`config.mk`:
```
export PLATFORM = sky130hd
export DESIGN_NAME = spill_buffer_flushable
export DESIGN_NICKNAME = d
export VERILOG_FILES = /design/src/rtl/spill_buffer_flushable.sv
export SDC_FILE = /design/constraint.sdc
export NUM_CORES = 1
export LEC_CHECK = 0
export CAP_MARGIN = 0
export CORE_ASPECT_RATIO = 0.9
export CORE_UTILIZATION = 33
export DETAILED_ROUTE_END_ITERATION = 8
export SYNTH_ARGS = -nofsm -noshare
export SYNTH_HDL_FRONTEND = slang
export SYNTH_SLANG_ARGS = --single-unit
```
`constraint.sdc`:
```
create_clock -name clk_i -period 3.4 [get_ports clk_i]
set_clock_uncertainty 0.15 [all_clocks]
set_input_delay 0.68 -clock clk_i [delete_from_list [all_inputs] [get_ports clk_i]]
set_output_delay 0.68 -clock clk_i [all_outputs]
set_load 0.1 [all_outputs]
```
`src/rtl/spill_buffer_flushable.sv`:
```
// Flushable ring-buffer skid stage with registered valid/ready; Bypass=1 is a wire.
// Define SPILL_BUFFER_FLUSH_WRITE_EN to keep a push that coincides with flush_i.
module spill_buffer_flushable #(
  parameter int unsigned DataWidth = 8,
  parameter int unsigned Depth     = 2,
  parameter bit          Bypass    = 1'b0
) (
  input  logic                         clk_i,
  input  logic                         rst_i,
  input  logic                         clr_i,
  input  logic                         flush_i,
  input  logic                         valid_i,
  output logic                         ready_o,
  input  logic [DataWidth-1:0]         data_i,
  output logic                         valid_o,
  input  logic                         ready_i,
  output logic [DataWidth-1:0]         data_o,
  output logic [$clog2(Depth+1)-1:0]   usage_o
);

  localparam int unsigned PtrW = $clog2(Depth);
  localparam int unsigned CntW = $clog2(Depth+1);

  if (Bypass) begin : g_bypass
    assign valid_o = valid_i;
    assign ready_o = ready_i;
    assign data_o  = data_i;
    assign usage_o = '0;

    logic unused_bypass;
    assign unused_bypass = ^{clk_i, rst_i, clr_i, flush_i};
  end else begin : g_buf
    logic [DataWidth-1:0] mem_q [Depth];
    logic [DataWidth-1:0] mem_d [Depth];
    logic [PtrW-1:0]      rptr_q, rptr_d;
    logic [PtrW-1:0]      wptr_q, wptr_d;
    logic [CntW-1:0]      cnt_q, cnt_d;
    logic                 valid_q, valid_d;
    logic                 ready_q, ready_d;
    logic                 push, pop;

    function automatic logic [PtrW-1:0] inc(
      input logic [PtrW-1:0] p
    );
      return (p == PtrW'(Depth-1)) ? '0 : p + 1'b1;
    endfunction

    assign push = valid_i && ready_q;
    assign pop  = valid_q && ready_i;

    always_comb begin
      mem_d  = mem_q;
      rptr_d = rptr_q;
      wptr_d = wptr_q;
      cnt_d  = cnt_q;
      if (clr_i) begin
        for (int i = 0; i < Depth; i++) mem_d[i] = '0;
        rptr_d = '0;
        wptr_d = '0;
        cnt_d  = '0;
      end else if (flush_i) begin
        rptr_d = '0;
        wptr_d = '0;
        cnt_d  = '0;
`ifdef SPILL_BUFFER_FLUSH_WRITE_EN
        if (push) begin
          mem_d[0] = data_i;
          wptr_d   = PtrW'(1);
          cnt_d    = CntW'(1);
        end
`endif
      end else begin
        if (push) begin
          mem_d[wptr_q] = data_i;
          wptr_d        = inc(wptr_q);
        end
        if (pop) rptr_d = inc(rptr_q);
        cnt_d = cnt_q + CntW'(push) - CntW'(pop);
      end
      valid_d = (cnt_d != '0);
      ready_d = (cnt_d != CntW'(Depth));
    end

    always_ff @(posedge clk_i or posedge rst_i) begin
      if (rst_i) begin
        for (int i = 0; i < Depth; i++) mem_q[i] <= '0;
        rptr_q  <= '0;
        wptr_q  <= '0;
        cnt_q   <= '0;
        valid_q <= 1'b0;
        ready_q <= 1'b1;
      end else begin
        mem_q   <= mem_d;
        rptr_q  <= rptr_d;
        wptr_q  <= wptr_d;
        cnt_q   <= cnt_d;
        valid_q <= valid_d;
        ready_q <= ready_d;
      end
    end

    assign valid_o = valid_q;
    assign ready_o = ready_q;
    assign data_o  = mem_q[rptr_q];
    assign usage_o = cnt_q;

`ifndef SPILL_BUFFER_FLUSH_WRITE_EN
`ifndef SYNTHESIS
    // The beat is acknowledged upstream yet lost; make that visible in sim.
    always_ff @(posedge clk_i) begin
      if (!rst_i && !clr_i && flush_i && push)
        $warning("spill_buffer_flushable: push dropped by flush");
    end
`endif
`endif
  end

endmodule
```
==> impl_metrics.prom, run 1 <==
# TYPE chip_impl_metric gauge
chip_impl_info{name="timing.rr.start",value="ready_o"} 1
chip_impl_metric{name="drive_above_1_share",unit="%"} 15.3
chip_impl_metric{name="fin_crit",unit="ns"} 2.46
chip_impl_metric{name="drc_errors",unit=""} 0
chip_impl_metric{name="power.static_leakage",unit="nW"} 0.599
chip_impl_metric{name="die_width",unit="µm"} 64.3
chip_impl_metric{name="grt_util_met3",unit="%"} 3.54
chip_impl_metric{name="port_buffers",unit=""} 25
chip_impl_metric{name="floorplan.die_area",unit="µm²"} 3730
chip_impl_metric{name="track_usage",unit="%"} 14.2
chip_impl_info{name="crit_path_end",value="ready_o"} 1
chip_impl_info{name="ctsRootBufferMaster",value="clkbuf_8"} 1
chip_impl_metric{name="antenna_found_initial",unit=""} 0
chip_impl_metric{name="post_route_cell_area",unit="µm²"} 1410
chip_impl_metric{name="power.share.switching",unit="%"} 31.4
chip_impl_metric{name="synth_top_cell_area_share",unit="%"} 45.6
chip_impl_info{name="worst_setup_path_start_kind",value="input port"} 1
chip_impl_metric{name="count_of_mapped_cells_out_of_synthesis",unit=""} 117
chip_impl_metric{name="cts.htree.levels",unit=""} 1
chip_impl_info{name="grt_setup_unrepaired",value="false"} 1
chip_impl_info{name="timing.critical_path.from",value="valid_i"} 1
chip_impl_metric{name="internal_dissipation",unit="mW"} 0.398
chip_impl_metric{name="postPlaceCellArea",unit="µm²"} 1370
chip_impl_metric{name="drv.max_cap_violation_count",unit=""} 0
chip_impl_metric{name="proportion_of_register_bits_with_asynchronous_set_or_reset_after_synthesis",unit="%"} 100
chip_impl_info{name="min-delay-path-class",value="reg2reg"} 1
chip_impl_metric{name="final_antenna_violating_net_count",unit=""} 0
chip_impl_metric{name="worst_slew_margin_rel",unit="%"} 43.4
chip_impl_info{name="netlist_top_cells_count",value="dfrtp_1 (21), inv_1 (18), nand2_1 (17)"} 1
chip_impl_metric{name="n_antenna_cell",unit=""} 0
chip_impl_metric{name="grt_use_met2",unit="%"} 24.7
chip_impl_metric{name="final_hold_viol_count",unit=""} 0
chip_impl_metric{name="layout.core_utilization",unit="%"} 44.3
chip_impl_metric{name="avgViaCountPerCell",unit=""} 4.88
chip_impl_metric{name="grt-ovfl-total",unit=""} 0
chip_impl_metric{name="postSynthAreaPerCell",unit="µm²"} 9.85
chip_impl_metric{name="cts-hold-fix-buffers",unit=""} 0
chip_impl_metric{name="ys.warnings.count",unit=""} 0
chip_impl_metric{name="post_cts_buffers",unit=""} 0
chip_impl_info{name="synth_area_leaders",value="dfrtp_1 (46%), o32ai_1 (11%), inv_1 (5.9%)"} 1
chip_impl_metric{name="vdd_drop_max",unit="V"} 0.000171
chip_impl_metric{name="crit_fanout",unit=""} 6
chip_impl_metric{name="clockBufferDepth",unit=""} 2
chip_impl_info{name="worst_r2r_endpoint",value="ready_o"} 1
chip_impl_info{name="cts_tree",value="built"} 1
chip_impl_metric{name="floorplan.core_area",unit="µm²"} 3190
chip_impl_metric{name="synth_edf_count",unit=""} 0
chip_impl_metric{name="mappedNetlistArea",unit="µm²"} 1150
chip_impl_metric{name="timing.critical_path.arrival",unit="ns"} 2.50
chip_impl_metric{name="gp_congestion",unit=""} 0.666
chip_impl_metric{name="numClockSinks",unit=""} 22
chip_impl_metric{name="gr-usage-met1",unit="%"} 17.6
chip_impl_metric{name="drt-initial-drc-count",unit=""} 27
chip_impl_info{name="critPathCaptureType",value="flip-flop"} 1
chip_impl_metric{name="wire_per_inst",unit="µm"} 12.9
chip_impl_metric{name="nNetsFinal",unit=""} 154
chip_impl_metric{name="drt-pass1-iter-count",unit=""} 4
chip_impl_metric{name="worstSkewPairLatency",unit="ns"} 0.26
chip_impl_metric{name="tritoncts.num_buffers",unit=""} 3
chip_impl_metric{name="max_freq",unit="GHz"} 0.407
chip_impl_info{name="synthFlopType",value="dfrtp_1"} 1
chip_impl_metric{name="standard_cell_rows",unit=""} 19
chip_impl_metric{name="num-fill-cells",unit=""} 336
chip_impl_metric{name="clock_power_share",unit="%"} 28.4
chip_impl_metric{name="first_pass_grt_wire_length",unit="µm"} 4030
chip_impl_metric{name="length_in_cells_of_the_worst_reg_to_reg_path",unit=""} 6
chip_impl_metric{name="design_power_total",unit="mW"} 0.580
chip_impl_metric{name="yosysSeqAreaShare",unit="%"} 47.9
chip_impl_metric{name="power.switching",unit="mW"} 0.182
chip_impl_metric{name="fp.dieH",unit="µm"} 58.1
chip_impl_info{name="outcome",value="finished, final reports clean"} 1
chip_impl_metric{name="timing.reg2reg.setup_slack",unit="ns"} 1.36
chip_impl_metric{name="pin_count_of_the_biggest_net_entering_global_routing",unit=""} 23
chip_impl_metric{name="share_of_the_clock_period_used_by_the_worst_path_after_layout",unit="%"} 72.3
chip_impl_info{name="synthMostInstantiatedCell",value="dfrtp_1"} 1
chip_impl_metric{name="power.sequential.fraction",unit="%"} 48.2
chip_impl_metric{name="flow.area_growth_from_synthesis",unit="%"} 22.6
chip_impl_metric{name="cts_repair_resize_count",unit=""} 0
chip_impl_metric{name="via_count_of_the_first_global_routing_pass",unit=""} 878
chip_impl_metric{name="clk_slew_on_worst_s_h_paths",unit="ns"} 0.08
chip_impl_metric{name="setup_viol",unit=""} 0
chip_impl_info{name="netlist.top_cell.by_area",value="dfrtp_1"} 1
chip_impl_metric{name="synth_seq_cells",unit=""} 22
chip_impl_metric{name="syn-num-nets",unit=""} 133
chip_impl_info{name="crit_type",value="in2reg"} 1
chip_impl_metric{name="hpwl_after_detailed_placement",unit="µm"} 1570
chip_impl_metric{name="design.portCount",unit=""} 26
chip_impl_metric{name="critical_path_required",unit="ns"} 3.44
chip_impl_metric{name="effective_utilization_at_floorplan",unit="%"} 36.2
chip_impl_metric{name="pwr_density_cell",unit="nW/µm²"} 411
chip_impl_metric{name="vias",unit=""} 873
chip_impl_metric{name="detail_route.wirelength",unit="µm"} 2320
chip_impl_info{name="grt.busiest_layer",value="met2"} 1
chip_impl_metric{name="combinational_power_share",unit="%"} 23.4
chip_impl_metric{name="post_synth_num_cell_types",unit=""} 25
chip_impl_metric{name="tightestPinTransition",unit="ns"} 0.847
chip_impl_metric{name="report.final.slew_viol_count",unit=""} 0
-- metal layers --
layer / wire [µm] / vias to the layer above / part of all wire [%]
met3: 96 / 4 / 4.1
met2: 1160 / 21 / 50
met1: 1040 / 408 / 45
met4: 25 / 0 / 1.1
li1: - / 440 / -
met5: 0 / - / 0
-- kinds of logic (layout without fill, tap and decap cells) --
group | after synthesis | after routing | share of synthesized area, %
flip-flops | 22 | 22 | 47.9
buffers and inverters | 28 | 48 | 11.5
adder cells (fa/ha/maj) | 2 | 2 | 2.17
AND/OR/NAND/NOR | 35 | 35 | 16.9
AO/OA/AOI/OAI | 29 | 29 | 19.5
XOR/XNOR | 1 | 1 | 1.95
-- state kept, by name, indices dropped and copies added, names as in the netlist --
signal / flops
g_buf.mem_q: 16
g_buf.rptr_q: 1
g_buf.wptr_q: 1
ready_o: 1
usage_o: 2
valid_o: 1
-- layout make-up --
class / instances / area [µm²] / area share (%)
sequential: 22 / 552 / 39.1
timing repair buffer: 26 / 228 / 16.1
clock buffer: 4 / 45.0 / 3.19
inverter: 18 / 67.6 / 4.78
tap: 42 / 52.6 / 3.72
multi-input combinational: 67 / 468 / 33.1
-- power groups by stage --
stage / sequential, mW / clock, mW / combinational, mW
finish: 0.280 / 0.164 / 0.136
CTS: 0.280 / 0.172 / 0.138
global route: 0.281 / 0.185 / 0.145
global placement: 0.284 / 0 / 0.136
detailed placement: 0.285 / 0 / 0.137
floorplan: 0.301 / 0 / 0.0834
-- critical path, cell delays in order --
cell and delay (ns):
clkdlybuf4s50_1 0.56, nand2_1 0.08, ha_1 0.27, inv_1 0.04, ha_1 0.18, xnor3_1 0.36, or3_1 0.31
-- through the flow --
stage	hold slack, ns	setup TNS (ns)	cells	worst slack (ns)
floorplan	0.363	-0.848	117	-0.201
finish	0.389	0	179	0.940
global placement	0.374	0	175	0.716
detailed placement	0.380	0	175	0.658
CTS	0.393	0	179	0.939
global route	0.408	0	179	0.862
-- cells in the final DEF (no fill, tap or decap), drive strengths merged --
master,Yosys,routed
a21bo,2,2
a21oi,2,2
and2,1,1
and4b,1,1
and4bb,1,1
buf,7,13
clkbuf,3,4
clkdlybuf4s50,0,13
dfrtp,21,21
dfstp,1,1
ha,2,2
inv,18,18
nand2,17,17
nand2b,8,8
nand3b,2,2
nand4bb,1,1
nor2,1,1
nor3b,1,1
o21ai,8,8
o21bai,1,1
o32ai,16,16
or2,1,1
or3,1,1
xnor3,1,1
-- worst min-delay path by stage --
stage / startpoint / end / slack [ns] / cells past startpoint
after global routing: g_buf.mem_q[11] / g_buf.mem_q[11] / 0.41 / 2
after detailed placement: g_buf.mem_q[15] / g_buf.mem_q[15] / 0.38 / 2
after floorplan: g_buf.mem_q[10] / g_buf.mem_q[10] / 0.36 / 2
after global placement: g_buf.mem_q[15] / g_buf.mem_q[15] / 0.37 / 2
final: g_buf.mem_q[9] / g_buf.mem_q[9] / 0.39 / 2
after CTS: g_buf.mem_q[15] / g_buf.mem_q[15] / 0.39 / 2
(Power assumes the default switching activity.)
==> inputs of run 2 (changes only) <==
- clock period: 3.4 -> 2.1 ns (I/O delays scaled with it)
==> run 2 against run 1 <==
  * Design area rose by 14%
  * Sequential power is 63% higher
  * Critical endpoint unchanged
  * Critical path type unchanged
  * Register-to-register slack worse by 1.2 ns
==> impl_metrics.prom, run 2 (synthesized netlist as in run 1, its figures left out) <==
# TYPE chip_impl_metric gauge
chip_impl_metric{name="vdd_drop_max",unit="V"} 0.000452
chip_impl_metric{name="via_count_of_the_first_global_routing_pass",unit=""} 914
chip_impl_metric{name="power.static_leakage",unit="nW"} 0.666
chip_impl_info{name="max_flop_register",value="g_buf.mem_q"} 1
chip_impl_metric{name="pwr_density_cell",unit="nW/µm²"} 693
chip_impl_metric{name="n_antenna_cell",unit=""} 0
chip_impl_metric{name="numPlacedInstances",unit=""} 179
chip_impl_info{name="critical_path.cell_chain",value="clkdlybuf4s50_1, and2_1, ha_1, inv_1, ha_1, xnor3_1, or3_1"} 1
chip_impl_metric{name="floorplan.core_area",unit="µm²"} 3190
chip_impl_info{name="layout.cells.most_common",value="dfrtp_1"} 1
chip_impl_info{name="worst_setup_path_start_kind",value="input port"} 1
chip_impl_metric{name="fin_crit",unit="ns"} 2.00
chip_impl_metric{name="post_cts_buffers",unit=""} 0
chip_impl_metric{name="setup_viol",unit=""} 0
chip_impl_metric{name="nNetsFinal",unit=""} 158
chip_impl_metric{name="share_of_the_clock_period_used_by_the_worst_path_after_layout",unit="%"} 95.0
chip_impl_metric{name="drt-pass1-iter-count",unit=""} 4
chip_impl_metric{name="port_buffers",unit=""} 25
chip_impl_metric{name="drv.max_cap_violation_count",unit=""} 0
chip_impl_metric{name="design.portCount",unit=""} 26
chip_impl_metric{name="report.final.slew_viol_count",unit=""} 0
chip_impl_info{name="cp_common_cell",value="ha_1"} 1
chip_impl_metric{name="final_antenna_violating_net_count",unit=""} 0
chip_impl_info{name="cts_tree",value="built"} 1
chip_impl_metric{name="hpwl_after_detailed_placement",unit="µm"} 1700
chip_impl_metric{name="floorplan.die_area",unit="µm²"} 3730
chip_impl_metric{name="max_stage_delay",unit="ns"} 0.44
chip_impl_metric{name="setup_ws",unit="ns"} 0.105
chip_impl_metric{name="largest_reg_flops",unit=""} 16
chip_impl_metric{name="crit_fanout",unit=""} 3
chip_impl_metric{name="numClockSinks",unit=""} 22
chip_impl_metric{name="cts.htree.levels",unit=""} 1
chip_impl_metric{name="timing.critical_path.arrival",unit="ns"} 2.03
chip_impl_info{name="mostFrequentLayoutCells",value="dfrtp_1 (19), inv_1 (18), nand2_1 (17)"} 1
chip_impl_metric{name="grt-ovfl-total",unit=""} 0
chip_impl_metric{name="fp.dieH",unit="µm"} 58.1
chip_impl_metric{name="antenna_found_initial",unit=""} 0
chip_impl_info{name="ctsRootBufferMaster",value="clkbuf_8"} 1
chip_impl_info{name="min-delay-path-class",value="in2async"} 1
chip_impl_metric{name="worst_slew_margin_rel",unit="%"} 66.0
chip_impl_metric{name="flow.area_growth_from_synthesis",unit="%"} 40.0
chip_impl_metric{name="gp_congestion",unit=""} 0.724
chip_impl_metric{name="track_usage",unit="%"} 14.5
chip_impl_info{name="outcome",value="finished, final reports clean"} 1
chip_impl_metric{name="avgViaCountPerCell",unit=""} 4.87
chip_impl_metric{name="clk_slew_on_worst_s_h_paths",unit="ns"} 0.09
chip_impl_metric{name="vias",unit=""} 892
chip_impl_metric{name="drive_above_1_share",unit="%"} 19.9
chip_impl_metric{name="worstSkewPairLatency",unit="ns"} 0.27
chip_impl_metric{name="drt-initial-drc-count",unit=""} 27
chip_impl_metric{name="detail_route.wirelength",unit="µm"} 2420
chip_impl_metric{name="effective_utilization_at_floorplan",unit="%"} 36.2
chip_impl_info{name="grt_setup_unrepaired",value="false"} 1
chip_impl_metric{name="finalNonFillerCells",unit=""} 183
chip_impl_metric{name="clockBufferDepth",unit=""} 2
chip_impl_info{name="crit_slowest_cell",value="clkdlybuf4s50_1"} 1
chip_impl_metric{name="holdWs",unit="ns"} 0.323
chip_impl_metric{name="post-place-ws",unit="ns"} -0.175
chip_impl_metric{name="pin_count_of_the_biggest_net_entering_global_routing",unit=""} 23
chip_impl_metric{name="critical_path_required",unit="ns"} 2.14
chip_impl_info{name="crit_type",value="in2reg"} 1
chip_impl_metric{name="die_width",unit="µm"} 64.3
chip_impl_metric{name="wire_per_inst",unit="µm"} 13.2
chip_impl_info{name="critPathCaptureType",value="flip-flop"} 1
chip_impl_metric{name="tritoncts.num_buffers",unit=""} 3
chip_impl_metric{name="standard_cell_rows",unit=""} 19
chip_impl_metric{name="drc_errors",unit=""} 0
chip_impl_metric{name="tightestPinTransition",unit="ns"} 0.510
chip_impl_metric{name="max_freq",unit="GHz"} 0.501
chip_impl_metric{name="first_pass_grt_wire_length",unit="µm"} 4150
chip_impl_metric{name="final_hold_viol_count",unit=""} 0
## run 2: changes by cell type in the layout (fill, tap and decap cells not counted)
cell       before  now
o21ai_1         0    8
buf_4          13    6
buf_12          0   11
dfstp_2         1    0
o21ai_0         8    0
bufinv_16       0    1
dfrtp_2         0    2
dfstp_4         0    1
clkbuf_1        1    0
dfrtp_1        21   19
## run 2: metrics by stage
step           TNS [ns]  cell area, µm²  total power, mW  util, %
3_3_place_gp     -0.214            1540            0.724     48.4
6_report              0            1610             1.12     50.6
3_5_place_dp     -0.285            1540            0.726     48.4
2_1_floorplan     -3.23            1160            0.624        -
5_1_grt               0            1610             1.16     50.6
4_1_cts               0            1610             1.13     50.6
## run 2: worst max-delay path, delay by kind of cell
| kind | cells | cell delay, ns |
|---|---|---|
| fa+ha+maj | 2 | 0.41 |
| simple gates | 2 | 0.48 |
| xor+xnor | 1 | 0.23 |
| buf+inv | 2 | 0.49 |
## run 2: worst paths after layout
check | cells past startpoint | endpoint | from | slack [ns]
worst max-delay path | 7 | ready_o | ready_i | 0.10
worst min-delay path | 3 | g_buf.rptr_q | rst_i | 0.32
worst max register to register | 6 | ready_o | ready_o | 0.15
worst min register to register | 2 | g_buf.mem_q[6] | g_buf.mem_q[6] | 0.39
max in group asynchronous | 3 | ready_o | rst_i | 1.18
min in group clk_i | 2 | g_buf.mem_q[6] | g_buf.mem_q[6] | 0.39
## run 2: area by class of cell
| type | instances | area [µm²] |
|---|---|---|
| inverter | 18 | 67.6 |
| fill | 289 | 1570 |
| timing repair buffer | 30 | 395 |
| clock buffer | 3 | 41.3 |
| multi-input combinational | 67 | 468 |
| clock inverter | 1 | 30.0 |
| sequential | 22 | 558 |
| tap | 42 | 52.6 |
## run 2: what timing repair did
item                       CTS  global route
resized for setup            0             1
setup endpoints to repair    0             8
hold buffers                 0             0
## run 2: power breakdown
part           total (mW)  internal [mW]  switching [mW]
logic               0.260          0.104           0.156
clock network       0.401          0.255           0.146
registers           0.456          0.440          0.0159
## run 2: routing by layer
layer | up-vias | global-route usage [%] | wire length, µm | share of wire [%]
met5 | - | 0 | 0 | 0
met4 | 0 | 3.81 | 21 | 0.87
met3 | 4 | 4.33 | 123 | 5.1
met2 | 18 | 23.9 | 1160 | 48
met1 | 422 | 18.5 | 1110 | 46
li1 | 448 | - | - | -
==> inputs of run 3 (changes only) <==
- CAP_MARGIN: 0 -> 40
- SLEW_MARGIN: unset -> 20
==> results of run 3 <==
The final DEF is identical to that of run 2; final timing and power are the same.
